==> config.mk <==
export PLATFORM = sky130hd
export DESIGN_NAME = reg_wb_arbiter
export DESIGN_NICKNAME = d
export VERILOG_FILES = /design/src/rtl/wb_arb_pkg.sv /design/src/rtl/wb_hold_buf.sv /design/src/rtl/reg_wb_arbiter.sv
export SDC_FILE = /design/constraint.sdc
export NUM_CORES = 1
export LEC_CHECK = 0
export CORE_ASPECT_RATIO = 1.2
export CORE_MARGIN = 3
export CORE_UTILIZATION = 40
export CTS_BUF_LIST = sky130_fd_sc_hd__clkbuf_16
export DETAILED_ROUTE_END_ITERATION = 6
export HOLD_SLACK_MARGIN = 0.12
export PLACE_DENSITY_LB_ADDON = 0.2
export SLEW_MARGIN = 25
export SYNTH_ARGS = -nofsm -noshare
export SYNTH_HDL_FRONTEND = slang
export SYNTH_SLANG_ARGS = --single-unit
export TNS_END_PERCENT = 1
==> constraint.sdc <==
create_clock -name CLK -period 1.8 [get_ports CLK]
set_input_delay 0.27 -clock CLK [delete_from_list [all_inputs] [get_ports CLK]]
set_output_delay 0.27 -clock CLK [all_outputs]
set_load 0.01 [all_outputs]
==> src/rtl/wb_arb_pkg.sv <==
// Shared types for the register-bank write-back arbiter: default widths,
// requester ids, the hold-entry layout and a saturating counter helper.
package wb_arb_pkg;

  localparam int WIDTH_DEF  = 32;
  localparam int ADDR_W_DEF = 4;

  typedef enum logic {
    REQ_ALU = 1'b0,
    REQ_MEM = 1'b1
  } req_id_e;

  typedef struct packed {
    logic [ADDR_W_DEF-1:0] addr;
    logic [WIDTH_DEF-1:0]  data;
  } hold_ent_t;

  function automatic logic [15:0] sat_inc16(input logic [15:0] v);
    return (v == 16'hFFFF) ? v : v + 16'd1;
  endfunction

endpackage

==> src/rtl/wb_hold_buf.sv <==
// One-entry valid/ready hold buffer; accepts on the same edge it is popped.
// Latency 1 cycle in -> out; ready is low while reset is asserted.
module wb_hold_buf
  import wb_arb_pkg::*;
#(
  parameter type ent_t = hold_ent_t
) (
  input  logic clk_i,
  input  logic rst_i,
  input  logic in_vld_i,
  input  ent_t in_dat_i,
  output logic in_rdy_o,
  input  logic pop_i,
  output logic out_vld_o,
  output ent_t out_dat_o
);

  logic vld_q, vld_d;
  ent_t dat_q, dat_d;

  always_comb begin
    in_rdy_o = !rst_i && (!vld_q || pop_i);
    vld_d    = vld_q;
    dat_d    = dat_q;
    if (pop_i) begin
      vld_d = 1'b0;
    end
    if (in_vld_i && in_rdy_o) begin
      vld_d = 1'b1;
      dat_d = in_dat_i;
    end
  end

  always_ff @(posedge clk_i) begin
    if (rst_i) begin
      vld_q <= 1'b0;
      dat_q <= '0;
    end else begin
      vld_q <= vld_d;
      dat_q <= dat_d;
    end
  end

  assign out_vld_o = vld_q;
  assign out_dat_o = dat_q;

endmodule

==> src/rtl/reg_wb_arbiter.sv <==
// Round-robin write-back arbiter between ALU and MEM into a register bank.
// Transfer at edge k -> WE3 in cycle k+2; optional busy scoreboard under WB_SCOREBOARD_EN.
module reg_wb_arbiter
  import wb_arb_pkg::*;
#(
  parameter int WIDTH  = WIDTH_DEF,
  parameter int ADDR_W = ADDR_W_DEF
) (
  input  logic                   CLK,
  input  logic                   RST,
  input  logic [1:0]             REQ_VALID,
  output logic [1:0]             REQ_READY,
  input  logic [2*ADDR_W-1:0]    REQ_ADDR,
  input  logic [2*WIDTH-1:0]     REQ_DATA,
  input  logic                   RSV_VALID,
  input  logic [ADDR_W-1:0]      RSV_ADDR,
  output logic                   WE3,
  output logic [ADDR_W-1:0]      RA3,
  output logic [WIDTH-1:0]       WD3,
  output logic                   GNT_ID,
  output logic [2**ADDR_W-1:0]   BUSY,
  output logic                   RSV_ERR,
  output logic [15:0]            STALL_CNT
);

  localparam int NREG = 2**ADDR_W;

  typedef struct packed {
    logic [ADDR_W-1:0] addr;
    logic [WIDTH-1:0]  data;
  } ent_t;

  ent_t       buf_in  [2];
  ent_t       buf_out [2];
  logic [1:0] buf_vld;
  logic [1:0] pop;

  for (genvar i = 0; i < 2; i++) begin : g_buf
    assign buf_in[i] = '{addr: REQ_ADDR[i*ADDR_W +: ADDR_W], data: REQ_DATA[i*WIDTH +: WIDTH]};

    wb_hold_buf #(.ent_t(ent_t)) u_hold (
      .clk_i     (CLK),
      .rst_i     (RST),
      .in_vld_i  (REQ_VALID[i]),
      .in_dat_i  (buf_in[i]),
      .in_rdy_o  (REQ_READY[i]),
      .pop_i     (pop[i]),
      .out_vld_o (buf_vld[i]),
      .out_dat_o (buf_out[i])
    );
  end

  logic              gnt_vld;
  req_id_e           gnt_id;
  req_id_e           rr_q, rr_d;
  logic [15:0]       stall_q, stall_d;
  logic              we_q, we_d;
  logic [ADDR_W-1:0] ra_q, ra_d;
  logic [WIDTH-1:0]  wd_q, wd_d;
  req_id_e           gid_q, gid_d;

  always_comb begin
    gnt_vld = 1'b0;
    gnt_id  = REQ_ALU;
    pop     = '0;
    case (buf_vld)
      2'b01: begin
        gnt_vld = 1'b1;
        gnt_id  = REQ_ALU;
      end
      2'b10: begin
        gnt_vld = 1'b1;
        gnt_id  = REQ_MEM;
      end
      2'b11: begin
        gnt_vld = 1'b1;
        gnt_id  = rr_q;
      end
      default: ;
    endcase
    if (RST) begin
      gnt_vld = 1'b0;
    end
    if (gnt_vld) begin
      pop[gnt_id] = 1'b1;
    end
  end

  // The loser of a contended cycle gets priority next time both are full.
  always_comb begin
    rr_d    = gnt_vld ? req_id_e'(~gnt_id) : rr_q;
    stall_d = (&buf_vld && !RST) ? sat_inc16(stall_q) : stall_q;
    we_d    = gnt_vld;
    ra_d    = ra_q;
    wd_d    = wd_q;
    gid_d   = gid_q;
    if (gnt_vld) begin
      ra_d  = buf_out[gnt_id].addr;
      wd_d  = buf_out[gnt_id].data;
      gid_d = gnt_id;
    end
  end

  always_ff @(posedge CLK) begin
    if (RST) begin
      rr_q    <= REQ_ALU;
      stall_q <= '0;
      we_q    <= 1'b0;
      ra_q    <= '0;
      wd_q    <= '0;
      gid_q   <= REQ_ALU;
    end else begin
      rr_q    <= rr_d;
      stall_q <= stall_d;
      we_q    <= we_d;
      ra_q    <= ra_d;
      wd_q    <= wd_d;
      gid_q   <= gid_d;
    end
  end

  assign WE3       = we_q;
  assign RA3       = ra_q;
  assign WD3       = wd_q;
  assign GNT_ID    = gid_q;
  assign STALL_CNT = stall_q;

`ifdef WB_SCOREBOARD_EN
  logic [NREG-1:0] busy_q, busy_d;
  logic            rsv_err_q, rsv_err_d;

  // Clear from the completing write is applied first so a same-cycle reserve wins.
  always_comb begin
    busy_d    = busy_q;
    rsv_err_d = RSV_VALID && busy_q[RSV_ADDR];
    if (we_q) begin
      busy_d[ra_q] = 1'b0;
    end
    if (RSV_VALID) begin
      busy_d[RSV_ADDR] = 1'b1;
    end
  end

  always_ff @(posedge CLK) begin
    if (RST) begin
      busy_q    <= '0;
      rsv_err_q <= 1'b0;
    end else begin
      busy_q    <= busy_d;
      rsv_err_q <= rsv_err_d;
    end
  end

  assign BUSY    = busy_q;
  assign RSV_ERR = rsv_err_q;
`else
  logic unused_rsv;
  assign unused_rsv = ^{RSV_VALID, RSV_ADDR};
  assign BUSY       = '0;
  assign RSV_ERR    = 1'b0;
`endif

endmodule

---- After elaboration in Yosys (flattened, before gate mapping) ----
Cells that the tools add are included.
word-level totals
  register bits ........................... 129
  latch bits .............................. 0
  bits in writable memories ............... 0
  memory bits (read-only) ................. 0
  input port bits ......................... 81
  output and inout port bits .............. 73
  word-level logic and storage cells ...... 52
  memories ................................ 0
operators by class
  add/subtract/negate cells ............... 1
  multipliers ............................. 0
  divide/modulo/power cells ............... 0
  $lt $le $gt $ge ......................... 3
  equality and inequality tests ........... 4
  shift-type cells ........................ 0
  multiplexer cells ....................... 13
  bitwise operators ....................... 3
  reductions and logical operators ........ 16
operators with widths
  kind                   count
  $mux 36                3
  $add 16x1->16 const B  1
  $eq 16x16->1 const B   1
  $mux 1                 7
  $logic_and 1x1->1      6
  $eq 2x2->1 const B     2
  $reduce_and 2->1       2
  $reduce_bool 2->1      2
  $logic_not 1->1        3
  $reduce_or 3->1        1
  $eq 2x1->1 const B     1
  $ge 2x2->1 const B     1
  $logic_or 1x1->1       2
  $lt 1x2->1 const B     1
  $mux 2                 1
  $not 1->1              2
  $not 1->2              1
  $pmux 1 s2             1
  $demux 1 s1            1
  $ge 1x1->1 const B     1

---- Longest topological paths before layout ----
Gate-level depths: netlist of run 1.
  depth in word-level cells ............... 11
  mapped depth ............................ 7
  depth with buffers taken out ............ 5

---- Cells and area by module ----
Synthesis of run 1 repeated with hierarchy kept, for this count alone.
second synthesis, totals
  cell total of the unflattened synthesis .. 606
  area total of the unflattened synthesis .. 5855.6 um^2
by module, submodules not included
  module          instances  cells each  area an instance (um^2)  sequential area each (um^2)
  wb_hold_buf     2          162         1701.6                   740.7
  reg_wb_arbiter  1          282         2452.4                   1101.1

---- Worst setup path before layout of run 1 ----
No wires, ideal clock.
  path type ............................... register -> register
  start ................................... register stall_q[0], in the netlist STALL_CNT[0]
  end ..................................... register stall_q[14], in the netlist STALL_CNT[14]
  library setup time ...................... 0.116 ns
  arrival time ............................ 1.609 ns
  required time ........................... 1.684 ns
  path slack .............................. 0.075 ns
  stages on the path, launching flop included .. 6
  buffers on the path ..................... 0
  clock period less this slack ............ 1.725 ns
  cell sequence ........................... dfxtp_1 -> ha_1 -> and3_1 -> nand3_4 -> or4b_1 -> o211a_1
on the way
  longest elaborated chain between the ends .. 3
  elaborated cells between the ends (all ways) .. 4
  those cells by class .................... add/sub: 1; eq/ne: 1; bitwise: 1; reduce/logical: 1
RTL lines
  element                                                line                   source
  start, declared                                        reg_wb_arbiter.sv:56   logic [15:0] stall_q, stall_d;
  start signal, assigned                                 reg_wb_arbiter.sv:114  stall_q <= stall_d;
  branches (longest 3 deep; another with $add 16x1->16)  n/a
Several ways; the timed one is not identified.
A chain may end at the register's enable or synchronous reset.

---- Worst setup path after layout of run 1 ----
  start ................................... register g_buf[1].u_hold.vld_q
  end ..................................... output REQ_READY[0]
on the way
  longest elaborated chain between the ends .. 9
  elaborated cells between the ends (all ways) .. 15
  those cells by class .................... order compare: 2; eq/ne: 3; mux: 6; reduce/logical: 4
RTL lines
  element                                                                line                  source
  start, declared                                                        wb_hold_buf.sv:18     logic vld_q, vld_d;
  start signal, assigned                                                 wb_hold_buf.sv:39     vld_q <= vld_d;
  $eq 2x2->1                                                             reg_wb_arbiter.sv:66  case (buf_vld)
  $pmux 1 s2                                                             reg_wb_arbiter.sv:66
  $lt 1x2->1 (not written as such) / $ge 1x1->1 (equally long branches)  reg_wb_arbiter.sv:85  pop[gnt_id] = 1'b1;
  $logic_and 1x1->1 (not written as such)                                reg_wb_arbiter.sv:85
  $mux 1 (not written as such)                                           reg_wb_arbiter.sv:85
  $demux 1 s1                                                            reg_wb_arbiter.sv:85
  $mux 2 *                                                               reg_wb_arbiter.sv:84  if (gnt_vld) begin
  $logic_or 1x1->1 *                                                     wb_hold_buf.sv:22     in_rdy_o = !rst_i && (!vld_q || pop_i);
  $logic_and 1x1->1 *                                                    wb_hold_buf.sv:22
  end, declared                                                          reg_wb_arbiter.sv:12  output logic [1:0] REQ_READY,
Every way passes the cells marked *; elsewhere a longest branch is shown, timed or not.

==> flow_metrics.tcl, run 1 <==
set metrics [dict create \
    placed_cell_area_um2 6523 \
    cp_max_fo 6 \
    diodes 0 \
    maxCapViolCount 0 \
    ir_worst_vdd_v 0.0005436 \
    routed_wl_um 14010 \
    die_y_um 128.6 \
    overflow 0 \
    grt.total_usage_pct 20.47 \
    final_area_um2 7151 \
    hold_path_class "input port to flop" \
    period_minus_slack_ps 1755 \
    initialDrtViolationCount 235 \
    synth_compound_area_share_pct 13.35 \
    fmax_ghz 0.5699 \
    postRouteAntennaNets 0 \
    dieWidth_um 108.2 \
    wl_per_cell_um 15.26 \
    gp_congestion 0.8105 \
    grt_start_max_net_pins 39 \
    cts_tree "yes" \
    postSynth.asyncResetShare_pct 0 \
    synth.distinct_cells 44 \
    clk_latency_ps 410 \
    fin_nets 826 \
    cpPeakStageDelay_ps 330 \
    final_util_pct 58.77 \
    r2r-start "STALL_CNT[1]" \
    core_um2 12170 \
    grt_pass1_wl_um 22740 \
    r2r_end "STALL_CNT[11]" \
    required_ps 1530 \
    dp.cells 886 \
    avgSynthCellArea_um2 8.219 \
    drv_slew 0 \
    antenna_found_initial 0 \
    stdcell_count 918 \
    ys_seq_elements 129 \
    crit_type "flop to output pin" \
    min_to "g_buf[1].u_hold.out_vld_o" \
    fp-row-count 44 \
    routed_via_density 5.207 \
    run_status "finished, final reports clean" \
    synth_xor_area_share_pct 0 \
    setup_viol_count_final 0 \
    period_share_pct 97.48 \
    ff2ff_setup_slack_ps 100 \
    path_cells "buf_4 -> a31oi_2 -> dlygate4sd2_1" \
    synthAdderAreaFrac_pct 0.2496 \
    clkTransAtPathRegs_ps 50 \
    min-delay-start "RST" \
    fin_skew_ps 12.17 \
    synth_edf_count 0 \
    synth_top_cell_by_area "dfxtp_1" \
    routed-via-count 4780 \
    yosysWarnings 0 \
    synth_top_family_by_area "simple AND/OR/NAND/NOR gates" \
    yosys.area_share.simple_pct 27.80 \
    power.density_nw_per_um2 1038 \
    cts_htree_levels 4 \
    synth_area_leaders "dfxtp_1 52%, nand2_1 14%, nand3_1 7.8%, a22oi_1 5.4%, a21oi_1 4.7%" \
    syn-cell-area_um2 5014 \
    firstDrtPassIters 5 \
    tns_ps 0 \
    io_buffers 131 \
    ys.flop_type "dfxtp_1" \
    seq_area_frac_synth_pct 51.51 \
    cp-start-kind "flop" \
    rsz0062_at_grt "yes" \
    drive_above_1_share_pct 9.643 \
    crit_path_top_delay_cell "dfxtp_1" \
    arrival_ps 1480 \
    ioPinCount 154 \
    route.detailed.drc 0 \
    synthMuxAreaShare_pct 0.2246 \
    cts_sinks 129 \
    hpwlAfterDp_um 9232 \
    synth.top_cell.area_share_pct 51.51 \
    p_leak_nw 2.955 \
    die_area_um2 13920 \
    syn_inst 610 \
    clock_path_buffers 2 \
    root_buffer "clkbuf_16" \
    cts_buffers 17 \
    hold_violations 0 \
    grt_pass1_vias 4734 \
    rr_worst_depth 6 \
    initial_core_util_pct 41.21 \
    syn2layout_area_growth_pct 42.63 \
    holdPathStages 3 \
    postCtsHoldBufs 0 \
    critPathCaptureType "output pin" \
]
cell type report:
class	instances	area, µm²
Fill cell	1107	5016
Sequential cell	129	2587
Multi-Input combinational cell	433	2186
Timing Repair Buffer	160	1562
Clock buffer	17	425.4
Tap cell	161	201.4
Clock inverter	15	177.7
Inverter	3	11.26
cells in the mapped netlist, types with 2 or more instances:
library cell    n
nand4_1         5
and4_1          4
or4_1           3
buf_1           6
o311ai_1        3
dfxtp_1       129
o31ai_1         3
nand3_1        78
and2_1          2
a21oi_1        47
buf_4          21
nor2_1         10
nand2_1       188
or3_1           4
inv_1           2
buf_2          11
o41ai_1         4
nand2b_1        2
and3_1          3
a22oi_1        36
nor2b_1         2
o21ai_0         3
clkbuf_1       22
nor3_1          2
what timing repair did:
item / in CTS / in global routing
setup buffers: 0 / 0
hold endpoints to repair: 0 / 0
resized for setup: 8 / 4
endpoints found under the setup margin: 2 / 9
power breakdown:
part | leakage [nW] | internal (W) | switching (W)
logic | 1.59 | 0.000396 | 0.000406
registers | 1.06 | 0.00304 | 0.0000968
clock network | 0.305 | 0.00228 | 0.00120
how the worst max path moves through the flow:
| stage | from | end | slack, ps | depth (start not counted) |
|---|---|---|---|---|
| after floorplan | STALL_CNT[0] | STALL_CNT[14] | 80 | 5 |
| after global placement | g_buf[0].u_hold.out_vld_o | REQ_READY[1] | 120 | 5 |
| after detailed placement | g_buf[0].u_hold.out_vld_o | REQ_READY[1] | 80 | 5 |
| after CTS | rr_q | REQ_READY[1] | -1 | 5 |
| after global routing | STALL_CNT[1] | STALL_CNT[4] | -40 | 7 |
| final | g_buf[1].u_hold.out_vld_o | REQ_READY[0] | 50 | 3 |
layout by cell type, fill, tap and decap left out, types with 4 or more instances in the layout:
| cell | Yosys | final |
|---|---|---|
| nor2_1 | 10 | 9 |
| bufinv_16 | 0 | 4 |
| o41ai_1 | 4 | 4 |
| clkbuf_16 | 0 | 17 |
| conb_1 | 1 | 17 |
| dfxtp_1 | 129 | 127 |
| nand3_1 | 78 | 78 |
| nand4_1 | 5 | 5 |
| nand2_1 | 188 | 188 |
| or3_1 | 4 | 4 |
| clkdlybuf4s50_1 | 0 | 128 |
| buf_4 | 21 | 26 |
| inv_1 | 2 | 6 |
| a22oi_1 | 36 | 36 |
| and4_1 | 4 | 4 |
| a21oi_1 | 47 | 47 |
worst max-delay path, delay by kind of cell, from the launching register on:
kind / cells / cell delay, ps
AOI/OAI and AO/OA: 1 / 280
DFF: 1 / 330
buffers and inverters: 2 / 480
per-stage QoR:
| stage | worst slack [ps] | hold WS (ps) | total power [W] |
|---|---|---|---|
| 2_1_floorplan | 75.21 | 369.0 | 0.003573 |
| 3_3_place_gp | 124.2 | 442.4 | 0.003972 |
| 3_5_place_dp | 75.36 | 445.2 | 0.003988 |
| 4_1_cts | -1.197 | 256.2 | 0.007462 |
| 5_1_grt | -38.97 | 290.3 | 0.007686 |
| 6_report | 45.36 | 274.7 | 0.007419 |
layer usage:
layer / up-vias / track usage, % / part of all wire [%]
met5: - / 0 / 0
met4: 0 / 7.355 / 1.3
met3: 15 / 5.469 / 7.2
met2: 172 / 35.25 / 50
met1: 2264 / 24.54 / 42
li1: 2329 / - / -
registers in the layout, indices dropped and copies added (netlist names):
| register | flops |
|---|---|
| RA3 | 4 |
| GNT_ID | 1 |
| rr_q | 1 |
| g_buf.u_hold.out_dat_o | 72 |
| WD3 | 32 |
| g_buf.u_hold.out_vld_o | 2 |
| WE3 | 1 |
| STALL_CNT | 16 |
kinds of logic after synthesis:
logic type	Yosys count
simple gates	310
flops	129
compound gates	104
buf+inv	64
mux	1
fa+ha+maj	1
other cells	1
No activity file was read; power rests on OpenSTA's default activity.
==> inputs of run 2 (changes only) <==
--- a/config.mk
+++ b/config.mk
@@ -5,9 +5,11 @@
 export SDC_FILE = /design/constraint.sdc
 export NUM_CORES = 1
 export LEC_CHECK = 0
+export CELL_PAD_IN_SITES_DETAIL_PLACEMENT = 0
+export CELL_PAD_IN_SITES_GLOBAL_PLACEMENT = 2
 export CORE_ASPECT_RATIO = 1.2
 export CORE_MARGIN = 3
-export CORE_UTILIZATION = 40
+export CORE_UTILIZATION = 26
 export CTS_BUF_LIST = sky130_fd_sc_hd__clkbuf_16
 export DETAILED_ROUTE_END_ITERATION = 6
 export HOLD_SLACK_MARGIN = 0.12
==> constraint.sdc (replaced) <==
create_clock -name CLK -period 1.8 [get_ports CLK]
set_input_delay 0.27 -clock CLK [delete_from_list [all_inputs] [get_ports CLK]]
set_output_delay 0.27 -clock CLK [all_outputs]
set_load 0.005 [all_outputs]
==> flow_metrics.tcl, run 2 (synthesis gave the netlist of run 1 again) <==
set metrics [dict create \
    run_status "finished, final reports clean" \
    seqPwrFrac_pct 42.1 \
    grt.total_usage_pct 15.17 \
    rr_worst_depth 5 \
    swShare_pct 23.34 \
    path_cells "ha_2 -> and3_2 -> and4_1 -> or4_1 -> a21oi_2" \
    period_minus_slack_ps 1711 \
    fmax_ghz 0.5845 \
    top_layer "met4" \
    p_leak_nw 2.919 \
    die_y_um 158.1 \
    required_ps 2150 \
    cts_htree_levels 4 \
    diodes 0 \
    met2WireLength_um 7825 \
    core_um2 18920 \
    grt_pass1_wl_um 24690 \
    antenna_found_initial 0 \
    routed_via_density 4.693 \
    cts_tree "yes" \
    stdcell_count 1009 \
    largest_reg_flops 72 \
    overflow 0 \
    crit_path_top_delay_cell "or4_1" \
    grt_pass1_vias 4690 \
    combPwrFrac_pct 10.7 \
    cp-start-kind "flop" \
    drv_slew 0 \
    hpwlAfterDp_um 10250 \
    layout_commonest_cell "nand2_1" \
    slew_headroom_pct 63.37 \
    io_buffers 131 \
    wl_met3_um 1062 \
    crit_type "flop to flop" \
    ioPinCount 154 \
    gp_congestion 0.7761 \
    worst_pin_slew_ps 549.4 \
    ir_worst_vdd_v 0.0006368 \
    holdPathStages 3 \
    die_area_um2 20990 \
    fp-row-count 55 \
    fillers 1944 \
    maxCapViolCount 0 \
    fin_skew_ps 9.014 \
    cpPeakStageDelay_ps 490 \
    clkTransAtPathRegs_ps 50 \
    hold_violations 0 \
    rsz0062_at_grt "no" \
    syn2layout_area_growth_pct 44.95 \
    firstDrtPassIters 4 \
    initial_core_util_pct 26.49 \
    cts_sinks 129 \
    intPower_w 0.005707 \
    postCtsSetupRepairBufs 0 \
    cp_top_family "simple AND/OR/NAND/NOR gates" \
    period_share_pct 95.05 \
    layout_common_cells "187 x nand2_1, 128 x clkdlybuf4s50_1, 127 x dfxtp_1" \
    initialDrtViolationCount 229 \
    hold_path_class "input port to flop" \
    setup_viol_count_final 0 \
    power.share.clock_pct 47.3 \
    crit_buf_inv 0 \
    m1WireLength_um 6728 \
    tns_ps 0 \
    drive_above_1_share_pct 9.960 \
    postCtsHoldBufs 0 \
    fin_nets 823 \
    grt_start_max_net_pins 42 \
    cp.depth 5 \
    dieWidth_um 132.8 \
    power.switching_w 0.001737 \
    clk_latency_ps 420 \
    routed-via-count 4735 \
    root_buffer "clkbuf_16" \
    cp_max_fo 5 \
    critPathCaptureType "flop" \
    arrival_ps 2060 \
    dp.cells 978 \
    route.detailed.drc 0 \
    routed_wl_um 15890 \
    wl_per_cell_um 15.75 \
    clock_path_buffers 2 \
    power.density_nw_per_um2 1024 \
    postRouteAntennaNets 0 \
    cts_buffers 17 \
]
## run 2: worst reg2reg max path, cell delays in order, from the launching register on
cell	delay, ps
dfxtp_2	340
ha_2	190
and3_2	250
and4_1	230
or4_1	490
a21oi_2	150
## run 2: repair_timing
item,4_1_cts,5_1_grt
resized for setup,7,7
endpoints found under the setup margin,2,6
cloned,0,0
## run 2: metal layers
metal	up-vias	global-route usage (%)
met5	-	0
li1	2322	-
met3	21	5.340
met1	2242	17.64
met4	0	5.594
met2	150	25.93
## run 2: final timing paths
kind / end / slack (ps) / start
hold / removal: g_buf[0].u_hold.out_vld_o / 360 / RST
setup reg to reg: STALL_CNT[13] / 90 / STALL_CNT[1]
setup / recovery: STALL_CNT[13] / 90 / STALL_CNT[1]
hold reg to reg: g_buf[0].u_hold.out_dat_o[29] / 450 / g_buf[0].u_hold.out_dat_o[29]
## run 2: stage by stage
stage          area, µm²  worst slack (ps)  hold WS, ps  utilization (%)  power, W
3_3_place_gp        6643             93.39        443.1            35.10  0.003985
5_1_grt             7267             21.68        357.9            38.40  0.007755
4_1_cts             7257             5.061        324.8            38.35  0.007538
6_report            7267             89.08        357.4            38.40  0.007444
3_5_place_dp        6643             34.29        445.0            35.10  0.003991
2_1_floorplan       5074             117.8        369.0                -  0.003544
## run 2: power by group through the flow
| stage | Combinational (W) | Sequential [W] | Clock (W) |
|---|---|---|---|
| after floorplan | 0.000372 | 0.00317 | 0 |
| after global placement | 0.000797 | 0.00319 | 0 |
| after detailed placement | 0.000801 | 0.00319 | 0 |
| after CTS | 0.000806 | 0.00313 | 0.00360 |
| after global routing | 0.000876 | 0.00315 | 0.00373 |
| final | 0.000794 | 0.00313 | 0.00352 |
## run 2: area by class of cell
type | instances | area (µm²) | share of cell area (%)
clock inverters | 14 | 171.4 | 2.359
clock buffers | 17 | 425.4 | 5.854
multi-input cells | 433 | 2208 | 30.39
inverters | 3 | 11.26 | 0.1550
well taps | 256 | 320.3 | 4.408
flip-flops and latches | 129 | 2585 | 35.57
repair buffers | 157 | 1545 | 21.26
